## config.mk

```make
export PLATFORM = sky130hd
export DESIGN_NAME = input_mat_load_ctrl
export DESIGN_NICKNAME = d
export VERILOG_FILES = /design/src/rtl/input_mat_load_ctrl.sv
export SDC_FILE = /design/constraint.sdc
export NUM_CORES = 1
export LEC_CHECK = 0
export BUFFER_PORTS_ARGS = -buffer_cell sky130_fd_sc_hd__buf_2
export CORE_MARGIN = 10
export CORE_UTILIZATION = 48
export DETAILED_ROUTE_END_ITERATION = 8
export PLACE_DENSITY = 0.75
export SYNTH_ARGS = -nofsm -noshare
export SYNTH_HDL_FRONTEND = slang
export SYNTH_SLANG_ARGS = --single-unit
```

## constraint.sdc

```tcl
create_clock -name clk -period 2.5 [get_ports clk]
set_input_delay 0 -clock clk [delete_from_list [all_inputs] [get_ports clk]]
set_output_delay 0 -clock clk [all_outputs]
set_load 0.05 [all_outputs]
```

## src/rtl/input_mat_load_ctrl.sv

```systemverilog
// Input-matrix bank sequencer: row-major LOAD of an NxN byte stream into the bank,
// then a diagonally skewed FEED read schedule toward the systolic array.
//   state | meaning
//   IDLE  | waiting for start_load
//   LOAD  | accepting elements, one bank write per handshake
//   FULL  | matrix held, waiting for feed_start
//   FEED  | streaming skewed schedule, t = 0 .. 2N-2
//   DONE  | one-cycle completion pulse
module input_mat_load_ctrl #(
  parameter int DATA_WIDTH = 8,
  parameter int BANK_DEPTH = 8,
  parameter int IDX_W      = 3
) (
  input  logic                        clk,
  input  logic                        reset,
  input  logic                        start_load,
  input  logic                        in_valid,
  input  logic [DATA_WIDTH-1:0]       in_data,
  output logic                        in_ready,
  output logic                        wr_en,
  output logic [IDX_W-1:0]            wr_row,
  output logic [IDX_W-1:0]            wr_col,
  output logic [DATA_WIDTH-1:0]       wr_data,
  output logic                        mat_loaded,
  input  logic                        feed_start,
  output logic [BANK_DEPTH-1:0]       feed_row_valid,
  output logic [BANK_DEPTH*IDX_W-1:0] feed_col_idx,
  output logic                        feed_busy,
  output logic                        done
);

  localparam int KW = 2 * IDX_W;
  localparam int TW = IDX_W + 1;
  localparam logic [KW-1:0] K_LAST = KW'(BANK_DEPTH * BANK_DEPTH - 1);
  localparam logic [TW-1:0] T_LAST = TW'(2 * BANK_DEPTH - 2);

  typedef enum logic [2:0] {IDLE, LOAD, FULL, FEED, DONE} state_t;

  state_t                      state_q, state_d;
  logic [KW-1:0]               k_q, k_d;
  logic [TW-1:0]               t_q, t_d;
  logic                        in_ready_q, in_ready_d;
  logic                        wr_en_q, wr_en_d;
  logic [IDX_W-1:0]            wr_row_q, wr_row_d;
  logic [IDX_W-1:0]            wr_col_q, wr_col_d;
  logic [DATA_WIDTH-1:0]       wr_data_q, wr_data_d;
  logic                        mat_loaded_q, mat_loaded_d;
  logic                        feed_busy_q, feed_busy_d;
  logic                        done_q, done_d;
  logic [BANK_DEPTH-1:0]       frv_q, frv_d;
  logic [BANK_DEPTH*IDX_W-1:0] fci_q, fci_d;

  always_ff @(posedge clk or posedge reset) begin
    if (reset) begin
      state_q      <= IDLE;
      k_q          <= '0;
      t_q          <= '0;
      in_ready_q   <= 1'b0;
      wr_en_q      <= 1'b0;
      wr_row_q     <= '0;
      wr_col_q     <= '0;
      wr_data_q    <= '0;
      mat_loaded_q <= 1'b0;
      feed_busy_q  <= 1'b0;
      done_q       <= 1'b0;
      frv_q        <= '0;
      fci_q        <= '0;
    end else begin
      state_q      <= state_d;
      k_q          <= k_d;
      t_q          <= t_d;
      in_ready_q   <= in_ready_d;
      wr_en_q      <= wr_en_d;
      wr_row_q     <= wr_row_d;
      wr_col_q     <= wr_col_d;
      wr_data_q    <= wr_data_d;
      mat_loaded_q <= mat_loaded_d;
      feed_busy_q  <= feed_busy_d;
      done_q       <= done_d;
      frv_q        <= frv_d;
      fci_q        <= fci_d;
    end
  end

  always_comb begin
    state_d      = state_q;
    k_d          = k_q;
    t_d          = t_q;
    in_ready_d   = in_ready_q;
    wr_en_d      = 1'b0;
    wr_row_d     = wr_row_q;
    wr_col_d     = wr_col_q;
    wr_data_d    = wr_data_q;
    mat_loaded_d = mat_loaded_q;
    feed_busy_d  = 1'b0;
    done_d       = 1'b0;
    frv_d        = '0;
    fci_d        = '0;

    unique case (state_q)
      IDLE: begin
        if (start_load) begin
          state_d    = LOAD;
          k_d        = '0;
          in_ready_d = 1'b1;
        end
      end
      LOAD: begin
        if (in_valid && in_ready_q) begin
          wr_en_d   = 1'b1;
          wr_row_d  = k_q[KW-1:IDX_W];
          wr_col_d  = k_q[IDX_W-1:0];
          wr_data_d = in_data;
          // Final element: k holds at N*N-1 rather than wrapping.
          if (k_q == K_LAST) begin
            state_d      = FULL;
            in_ready_d   = 1'b0;
            mat_loaded_d = 1'b1;
          end else begin
            k_d = k_q + 1'b1;
          end
        end
      end
      FULL: begin
        if (feed_start) begin
          state_d     = FEED;
          t_d         = '0;
          feed_busy_d = 1'b1;
        end
      end
      FEED: begin
        if (t_q == T_LAST) begin
          state_d      = DONE;
          done_d       = 1'b1;
          mat_loaded_d = 1'b0;
        end else begin
          t_d         = t_q + 1'b1;
          feed_busy_d = 1'b1;
        end
      end
      DONE: begin
        state_d = IDLE;
      end
      default: state_d = IDLE;
    endcase

    // Registered schedule for the step about to be presented: row r is live for t in [r, r+N-1].
    if (feed_busy_d) begin
      for (int r = 0; r < BANK_DEPTH; r++) begin
        if ((int'(t_d) >= r) && (int'(t_d) <= r + BANK_DEPTH - 1)) begin
          frv_d[r]                  = 1'b1;
          fci_d[r*IDX_W +: IDX_W] = IDX_W'(int'(t_d) - r);
        end
      end
    end
  end

  assign in_ready       = in_ready_q;
  assign wr_en          = wr_en_q;
  assign wr_row         = wr_row_q;
  assign wr_col         = wr_col_q;
  assign wr_data        = wr_data_q;
  assign mat_loaded     = mat_loaded_q;
  assign feed_busy      = feed_busy_q;
  assign done           = done_q;
  assign feed_row_valid = frv_q;
  assign feed_col_idx   = fci_q;

endmodule

```

# Yosys cells after proc, flatten, opt, wreduce, memory -nomap -nowiden
# Index checks and enable logic that the tools add are counted.
[word_totals]
output_inout_bits = 51
ff_bits = 64
elab_cells = 110
[classes]
eq_ne = 11
add_sub_neg = 9
muxes = 46
reduce_logical = 16
n_lt_le_gt_ge = 15
[ops]
columns = ["cell", "count"]
rows = [
  ["$mux 3", 13],
  ["$le 4x4->1 const B", 7],
  ["$mux 24", 1],
  ["$mux 1", 20],
  ["$mux 6", 3],
  ["$ge 4x3->1 const B", 4],
  ["$ne 2x2->1 const B", 6],
  ["$pmux 3 s4", 1],
  ["$pmux 6 s2", 1],
  ["$reduce_and 4->1", 3],
  ["$sub 3x3->3 const B", 4],
  ["$ge 4x2->1 const B", 2],
  ["$logic_and 1x1->1", 8],
  ["$mux 4", 2],
  ["$mux 8", 1],
  ["$pmux 4 s2", 1],
  ["$add 6x1->6 const B", 1],
  ["$eq 3x2->1 const B", 2],
  ["$eq 6x6->1 const B", 1],
  ["$pmux 1 s2", 3],
  ["$sub 3x2->3 const B", 2],
  ["$reduce_and 5->1", 1],
  ["$add 4x1->4 const B", 1],
  ["$eq 4x4->1 const B", 1],
  ["7 further kinds", 8],
]

# Logic depth before layout (Yosys ltp)
# Gate-level depths: netlist (run 1).
[depth]
word_depth = 7
depth_mapped = 12

# Worst setup path before layout (run 1)
# OpenSTA, ideal clock, no wires.
[synth_timing]
path_type = "register to register"
from = "register t_q[0]"
to = "register fci_q[3], in the netlist feed_col_idx[3]"
required_ns = 2.381
setup_slack_ns = -0.212
path_buffers = 2
arrival_time_ns = 2.593
stages_incl_launch_ff = 13
period_less_slack_ns = 2.712
setup_ns = 0.119
path_cell_list = "dfrtp_1 > inv_1 > ha_1 > and4_1 > or3_1 > buf_2 > a21oi_4 > buf_4 > ha_1 > inv_1 > o31ai_1 > a21oi_1 > and2_1"
[synth_via]
elab_chain_len = 7
[synth_lines]
columns = ["element", "line", "text"]
rows = [
  ["start, declared", "41", "logic [TW-1:0] t_q, t_d;"],
  ["start signal, assigned", "71", "t_q <= t_d;"],
  ["$add 4x1->4 or $eq 4x4->1 (tied branches)", "137, 132", ""],
  ["$mux 4", "132", "if (t_q == T_LAST) begin"],
  ["$pmux 4 s2", "100", "unique case (state_q)"],
  ["$ge 4x1->1 or $le 4x4->1 (tied branches)", "150", "if ((int'(t_d) >= r) && (int'(t_d) <= r + BANK_DEPTH - 1)) begin"],
  ["$logic_and 1x1->1", "150", ""],
  ["$mux 3", "150", ""],
  ["$mux 24 *", "148", "if (feed_busy_d) begin"],
  ["via fci_d[3]", "51", "logic [BANK_DEPTH*IDX_W-1:0] fci_q, fci_d;"],
  ["end signal, assigned", "81", "fci_q <= fci_d;"],
  ["end, declared", "51", ""],
]
# The timed path passes the listed nets; every way through them passes the cells marked *.
# A chain may end at the register's enable or synchronous reset.

# Final worst setup path (run 1)
# Same ends and word-level chain as after synthesis.

==> insert_results.sql, run 1 <==
INSERT INTO impl_metrics (metric_group, metric, value, unit) VALUES
('sta', 'slew_headroom', '58.8', '%'),
('logic_synthesis', 'ys_ff_latch', '64', ''),
('clock_network', 'clk_root_buffer_cell', 'clkbuf_8', ''),
('logic_synthesis', 'post_synth_main_area_contributors', 'dfrtp_1, mux2_2, ha_1', ''),
('global_routing', 'grt_antenna_before_repair', '0', ''),
('finish', 'regArea', '0.00160', 'mm²'),
('sta', 'whs', '0.0684', 'ns'),
('routing', 'wl_per_cell', '16.5', 'µm'),
('logic_synthesis', 'yosys.area.top_type', 'dfrtp_1', ''),
('clock_network', 'cts_sinks', '64', ''),
('sta', 'final_critical_path_share_of_the_clock_period', '97.8', '%'),
('clock_network', 'tritoncts', 'yes', ''),
('finish', 'syn2layout_area_growth', '33.5', '%'),
('sta', 'max_clk_rate', '0.409', 'GHz'),
('logic_synthesis', 'async_flop_share', '100', '%'),
('finish', 'total_area_of_multi_input_combinational_cells', '0.00122', 'mm²'),
('routing', 'drt_iter0_markers', '97', ''),
('logic_synthesis', 'postSynth.topFlopCell', 'dfrtp_1', ''),
('worst_setup_path', 'critPathArrivalTime', '2.67', 'ns'),
('sta', 'finalClockSkew', '0.00962', 'ns'),
('logic_synthesis', 'dominant_combinational_cell_family_by_area_after_synthesis', 'simple AND/OR/NAND/NOR gates', ''),
('sta', 'hold_violations', '0', ''),
('logic_synthesis', 'synth_cell_type_count', '48', ''),
('sta', 'fin_tns_setup', '0', 'ns'),
('sta', 'report.final.setup_viol', '0', ''),
('finish', 'drive_gt1_share', '42.0', '%'),
('clock_network', 'clock_insertion_delay_worst_skew', '0.33', 'ns'),
('floorplanning', 'initial_core_util', '50.2', '%'),
('clock_network', 'cts_buffer_depth', '2', ''),
('clock_network', 'htreeDepth', '3', ''),
('clock_network', 'clk_pin_slew', '0.07', 'ns'),
('logic_synthesis', 'netlist.area_leader.share', '57.2', '%'),
('logic_synthesis', 'synth_enable_flop_cells', '0', ''),
('logic_synthesis', 'synth_xor_area_share', '1.25', '%'),
('floorplanning', 'std_cell_rows', '27', ''),
('routing', 'detailroute.via_count', '2159', ''),
('logic_synthesis', 'syn-instance-count', '237', ''),
('sta', 'worst_margin_pin_slew', '0.617', 'ns'),
('logic_synthesis', 'post_synth_instance_area', '0.00280', 'mm²'),
('logic_synthesis', 'synth_sequential_area_ratio', '57.2', '%'),
('floorplanning', 'die_h', '96.4', 'µm'),
('clock_network', 'cts_buf_count', '9', ''),
('placed_design', 'dpl-instance-area', '0.00331', 'mm²'),
('global_routing', 'grt_pass1_wl', '10.5', 'mm'),
('flow_run', 'cap_viol_max_count', '0', ''),
('floorplanning', 'top_level_ports', '64', ''),
('worst_hold_path', 'path_type_of_the_worst_min_delay_path', 'input pin to flop', ''),
('logic_synthesis', 'yosys.area_share.adder', '5.81', '%'),
('placed_design', 'gp_congestion', '0.989', ''),
('placed_design', 'place.port_buffers', '63', ''),
('global_routing', 'maximum_number_of_pins_on_one_net_before_global_route_repair', '35', ''),
('finish', 'final_net_count', '358', ''),
('placed_design', 'place.detailed.hpwl', '4.78', 'mm'),
('logic_synthesis', 'post_syn_area_per_cell', '11.8', 'µm²'),
('logic_synthesis', 'ys.warnings.count', '0', ''),
('status', 'status', 'finished clean', ''),
('global_routing', 'grt_overflow_total', '0', ''),
('routing', 'final_antenna_net_count', '0', ''),
('worst_setup_path', 'crit_type', 'flop to flop', ''),
('worst_setup_path', 'setup.worst_path.start_class', 'flop', ''),
('worst_setup_path', 'endpoint_kind', 'flop', ''),
('global_routing', 'grt_pass1_vias', '2116', ''),
('finish', 'utilization', '67.0', '%'),
('finish', 'fillers', '411', ''),
('floorplanning', 'die_w', '96.4', 'µm'),
('worst_setup_path', 'ff2ff_setup_slack', '0.05', 'ns'),
('floorplanning', 'core_region_area', '0.00557', 'mm²'),
('logic_synthesis', 'synth_fp_nets', '263', ''),
('floorplanning', 'design.die.area', '0.00929', 'mm²'),
('logic_synthesis', 'synth-simple-area-share', '15.0', '%'),
('finish', 'most-common-layout-cells', 'dfrtp_1, buf_2, nand2_1', '');
==> repair_timing <==
| item | in CTS | in global routing |
|---|---|---|
| resized for setup | 3 | 16 |
| hold endpoints to repair | 38 | 0 |
| hold buffers | 9 | 0 |
| pin swaps | 0 | 6 |
| buffers inserted | 0 | 3 |
| endpoints found under the setup margin | 9 | 16 |
==> per-stage QoR <==
step	setup slack (ns)	cells
after CTS	0.00434	405
after global routing	-0.0217	408
final	0.0548	408
after floorplan	0.0234	237
after global placement	-0.0605	381
after detailed placement	-0.0377	381
==> layout make-up <==
class	instances	area share, %
inverter	14	1.67
sequential	64	42.9
clock inverter	3	1.74
multi-input combinational	154	32.8
clock buffer	12	4.15
timing repair buffer	89	14.4
tap	72	2.41
==> critical path: stages (launching register included) <==
cell and delay [ns]:
dfrtp_2 0.40, inv_2 0.04, ha_2 0.18, and4_1 0.19, or3_4 0.35, a21oi_4 0.25
ha_4 0.21, clkinvlp_4 0.17, o31ai_2 0.29, a21oi_1 0.09, and2_1 0.17
==> Yosys cell counts, drive strengths merged (2+ instances only) <==
cell / instances
a21o: 2
and3: 5
nand3: 8
nor2b: 4
xor2: 4
ha: 13
o21ai: 8
buf: 4
nor3: 3
o31ai: 2
or2: 2
nor3b: 3
o21a: 3
nand4: 3
mux2: 15
inv: 14
or3: 2
nand2: 19
and2: 6
nor2: 16
a21oi: 9
dfrtp: 64
a211oi: 9
nand2b: 3
==> registers in the layout (all words and copies together), names as in the netlist <==
name            flops
feed_col_idx       24
feed_row_valid      8
wr_data             8
k_q                 6
t_q                 4
state_q             3
wr_col              3
wr_row              3
done                1
feed_busy           1
in_ready            1
mat_loaded          1
wr_en               1
==> kinds of logic (layout without fill, tap and decap cells) <==
group | after synthesis | count (layout)
compound gates | 42 | 42
fa+ha+maj | 13 | 13
flops | 64 | 64
simple gates | 79 | 79
buf+inv | 19 | 118
xor+xnor | 4 | 4
mux | 16 | 16
==> final timing paths <==
path / cells past startpoint / to / from
min reg2reg: 1 / wr_data[6] / wr_data[6]
max: 10 / feed_col_idx[3] / t_q[0]
min in group asynchronous: 3 / feed_row_valid[1] / reset
min: 4 / k_q[5] / start_load
max in group asynchronous: 4 / wr_data[6] / reset
max reg2reg: 10 / feed_col_idx[3] / t_q[0]
==> per-layer routing <==
layer  track usage [%]  routed length, µm  vias up
met5                 0                  0        -
met4              6.42                 82        0
met3              5.14                605        9
met2              22.8               3230       86
met1              18.3               2810     1049
li1                  -                  -     1015
Power of run 1 is not shown: default switching activity piles up to over one toggle a cycle in this logic, so the estimate is an artifact.
==> inputs of run 2 (changes only) <==
ABC_AREA = 1   (was not set)
REMOVE_ABC_BUFFERS = 1   (was not set)
==> run 2 against run 1 <==
Clock-buffer cell count grew 1. Global-route usage shrank 0.66 points. Final cell count grew 16%. Die area grew 1.0%. Non-clock buffer count shrank 12. Clock skew shrank 0.00099 ns. Critical path type unchanged. Critical endpoint is now feed_col_idx[4]. Largest cell class unchanged.
==> insert_results.sql, run 2 <==
INSERT INTO impl_metrics (metric_group, metric, value, unit) VALUES
('status', 'status', 'finished clean', ''),
('routing', 'drt_iter0_markers', '102', ''),
('logic_synthesis', 'yosys.area.top_type', 'dfrtp_1', ''),
('routing', 'wl_per_cell', '13.6', 'µm'),
('worst_setup_path', 'endpoint_kind', 'flop', ''),
('power', 'power_frac_clock', '17.9', '%'),
('clock_network', 'cts_buffer_depth', '2', ''),
('placed_design', 'place.port_buffers', '63', ''),
('power', 'power-per-cell-area', '1510', 'mW/mm²'),
('finish', 'final_net_count', '422', ''),
('sta', 'final_critical_path_share_of_the_clock_period', '88.7', '%'),
('worst_setup_path', 'crit_type', 'flop to flop', ''),
('routing', 'drt_drc_violations_left', '0', ''),
('finish', 'diodes', '0', ''),
('clock_network', 'clock_insertion_delay_worst_skew', '0.33', 'ns'),
('finish', 'finish.instance_area', '0.00358', 'mm²'),
('power', 'internal_power', '2.68', 'mW'),
('clock_network', 'cts_buf_count', '9', ''),
('placed_design', 'place.detailed.hpwl', '4.76', 'mm'),
('worst_setup_path', 'setup.worst_path.start_class', 'flop', ''),
('floorplanning', 'top_level_ports', '64', ''),
('clock_network', 'clk_pin_slew', '0.07', 'ns'),
('sta', 'finalClockSkew', '0.00863', 'ns'),
('power', 'total_switching_power', '2.71', 'mW'),
('worst_setup_path', 'critPathMaxFanout', '11', ''),
('flow_run', 'cap_viol_max_count', '0', ''),
('logic_synthesis', 'post_synth_main_area_contributors', 'dfrtp_1, nand2_1, ha_1', ''),
('finish', 'fillers', '494', ''),
('power', 'power_switching_share', '50.3', '%'),
('finish', 'most_common_cell_after_layout_fill_and_taps_aside', 'nand2_1', ''),
('finish', 'drive_gt1_share', '24.7', '%'),
('global_routing', 'maximum_number_of_pins_on_one_net_before_global_route_repair', '33', ''),
('logic_synthesis', 'postSynth.topFlopCell', 'dfrtp_1', ''),
('floorplanning', 'die_w', '96.8', 'µm'),
('routing', 'drt-pass1-iter-count', '4', ''),
('finish', 'syn2layout_area_growth', '26.2', '%'),
('finish', 'utilization', '63.8', '%'),
('finish', 'flip_flop_count_of_the_largest_register_all_copies_and_words_added', '24', ''),
('logic_synthesis', 'ys.warnings.count', '0', ''),
('finish', 'regArea', '0.00160', 'mm²'),
('global_routing', 'met2_usage', '22.5', '%'),
('clock_network', 'cts_setup_buffers', '0', ''),
('logic_synthesis', 'syn-instance-count', '311', ''),
('routing', 'detailroute.via_count', '2219', ''),
('floorplanning', 'core_region_area', '0.00561', 'mm²'),
('finish', 'most-common-layout-cells', 'nand2_1, dfrtp_1, buf_2', ''),
('logic_synthesis', 'netlist.area_leader.share', '56.5', '%'),
('global_routing', 'grt_pass1_wl', '11.1', 'mm'),
('worst_setup_path', 'timing.critical_path.cells', 'inv_1 -> ha_1 -> nand3_1 -> nand3_1 -> nand2_4 -> inv_1 -> ha_2 -> inv_1 -> o21ai_0 -> nand3_1 -> nor2_1', ''),
('global_routing', 'grt.total_usage', '14.1', '%'),
('finish', 'total_area_of_multi_input_combinational_cells', '0.00106', 'mm²'),
('finish', 'fin_cells', '473', ''),
('worst_setup_path', 'cp_num_buf_inv', '3', ''),
('power', 'comb_power_share', '53.8', '%'),
('floorplanning', 'initial_core_util', '50.5', '%'),
('logic_synthesis', 'ys_ff_latch', '64', ''),
('floorplanning', 'design.die.area', '0.00938', 'mm²'),
('worst_setup_path', 'timing.critical_path.required', '2.76', 'ns'),
('sta', 'fin_tns_setup', '0', 'ns'),
('power', 'static-leakage-power', '2.06', 'nW'),
('placed_design', 'dpl-instance-area', '0.00326', 'mm²'),
('clock_network', 'clk_root_buffer_cell', 'clkbuf_8', ''),
('global_routing', 'grt_most_used_layer', 'met2', ''),
('logic_synthesis', 'synth_most_common_cell', 'nand2_1', ''),
('clock_network', 'cts_sinks', '64', ''),
('power', 'seq_power_share', '28.3', '%'),
('floorplanning', 'std_cell_rows', '27', ''),
('sta', 'unrepaired_setup_endpoints_after_global_routing', 'false', ''),
('worst_hold_path', 'path_type_of_the_worst_min_delay_path', 'input pin to flop', ''),
('logic_synthesis', 'post_synth_instance_area', '0.00283', 'mm²'),
('global_routing', 'grt_antenna_before_repair', '0', ''),
('placed_design', 'gp_congestion', '0.839', ''),
('routing', 'route.detailed.vias_per_inst', '4.69', ''),
('sta', 'report.final.setup_viol', '0', ''),
('sta', 'hold_violations', '0', ''),
('placed_design', 'place_inst', '447', ''),
('logic_synthesis', 'synth_enable_flop_cells', '0', ''),
('power', 'ir_worst_vdd', '0.952', 'mV'),
('logic_synthesis', 'synth_cell_type_count', '27', ''),
('global_routing', 'grt_pass1_vias', '2326', ''),
('worst_setup_path', 'worst_path_largest_cell_delay', '0.42', 'ns'),
('logic_synthesis', 'async_flop_share', '100', '%'),
('global_routing', 'globalRouteMet1Util', '16.9', '%'),
('floorplanning', 'die_h', '96.8', 'µm'),
('clock_network', 'htreeDepth', '3', ''),
('worst_setup_path', 'critPathSlowestCell', 'dfrtp_1', ''),
('sta', 'worst_margin_pin_slew', '0.659', 'ns'),
('global_routing', 'met3_usage', '4.40', '%'),
('logic_synthesis', 'synthTopCellsByCount', 'nand2_1, dfrtp_1, inv_1, nor2_1, nand3_1', ''),
('logic_synthesis', 'post_syn_area_per_cell', '9.11', 'µm²'),
('sta', 'period_minus_slack', '2.22', 'ns'),
('logic_synthesis', 'synth_sequential_area_ratio', '56.5', '%'),
('global_routing', 'grt_overflow_total', '0', ''),
('routing', 'postRouteWirelength', '6.44', 'mm'),
('routing', 'final_antenna_net_count', '0', ''),
('worst_setup_path', 'critPathArrivalTime', '2.48', 'ns'),
('sta', 'slew_headroom', '56.0', '%'),
('worst_setup_path', 'timing.critical_path.max_delay_family', 'simple AND/OR/NAND/NOR gates', ''),
('sta', 'max_clk_rate', '0.451', 'GHz'),
('clock_network', 'tritoncts', 'yes', ''),
('sta', 'pins_over_slew_limit', '0', '');
## run 2: logic make-up (layout without fill, tap and decap cells)
family,count (synthesis),after routing,share of synthesized area [%]
and+or+nand+nor,156,156,24.8
DFF,64,64,56.5
buffers and inverters,47,137,6.36
AOI/OAI and AO/OA,24,24,4.46
adders and majority gates,13,13,5.74
xor gates and xnor gates,7,7,2.16
## run 2: final cells by class
| class | count | area share (%) |
|---|---|---|
| clock buffer | 13 | 4.16 |
| timing repair buffer | 77 | 12.5 |
| multi-input combinational | 200 | 29.6 |
| clock inverter | 3 | 1.82 |
| sequential | 64 | 44.8 |
| tap | 72 | 2.52 |
| inverter | 44 | 4.69 |
## run 2: path summary, 6_finish.rpt
path                            startpoint               end  slack, ns  cells past startpoint
min in group asynchronous            reset  feed_col_idx[15]       0.32                      3
worst min register to register  wr_data[4]        wr_data[4]       0.46                      2
worst max-delay path                t_q[0]   feed_col_idx[4]       0.28                     11
max in group asynchronous            reset  feed_col_idx[19]       1.47                      4
worst max register to register      t_q[0]   feed_col_idx[4]       0.28                     11
worst min-delay path            feed_start        state_q[1]       0.05                      3
## run 2: worst min-delay path, stage by stage
cell and delay [ns]:
buf_2 0.09, nand3b_1 0.15, nand3_1 0.09
## run 2: power groups by stage
| stage | combinational [mW] | sequential (mW) | clock [mW] |
|---|---|---|---|
| after floorplan | 1.33 | 2.39 | 0 |
| after global placement | 2.85 | 1.53 | 0 |
| after detailed placement | 2.88 | 1.53 | 0 |
| after CTS | 2.91 | 1.52 | 0.981 |
| after global routing | 3.22 | 1.56 | 1.03 |
| final | 2.90 | 1.52 | 0.961 |
## run 2: per-layer routing
metal / vias to the layer above / part of all wire, %
li1: 1127 / -
met1: 1017 / 46
met2: 65 / 46
met3: 10 / 6.6
met4: 0 / 1.3
met5: - / 0
## run 2: repair_timing
action / 4_1_cts / 5_1_grt
hold buffers: 10 / 0
gates resized for setup: 0 / 2
endpoints found under the hold margin: 39 / 0
endpoints found under the setup margin: 0 / 4
## run 2: metrics by stage
step / total power, mW / hold WS, ns / worst slack [ns]
floorplan: 3.72 / 0.118 / 0.499
global placement: 4.38 / 0.140 / 0.334
detailed placement: 4.42 / 0.141 / 0.272
CTS: 5.41 / 0.0441 / 0.242
global route: 5.82 / 0.0633 / 0.0370
finish: 5.38 / 0.0526 / 0.283
(Power assumes the default switching activity.)
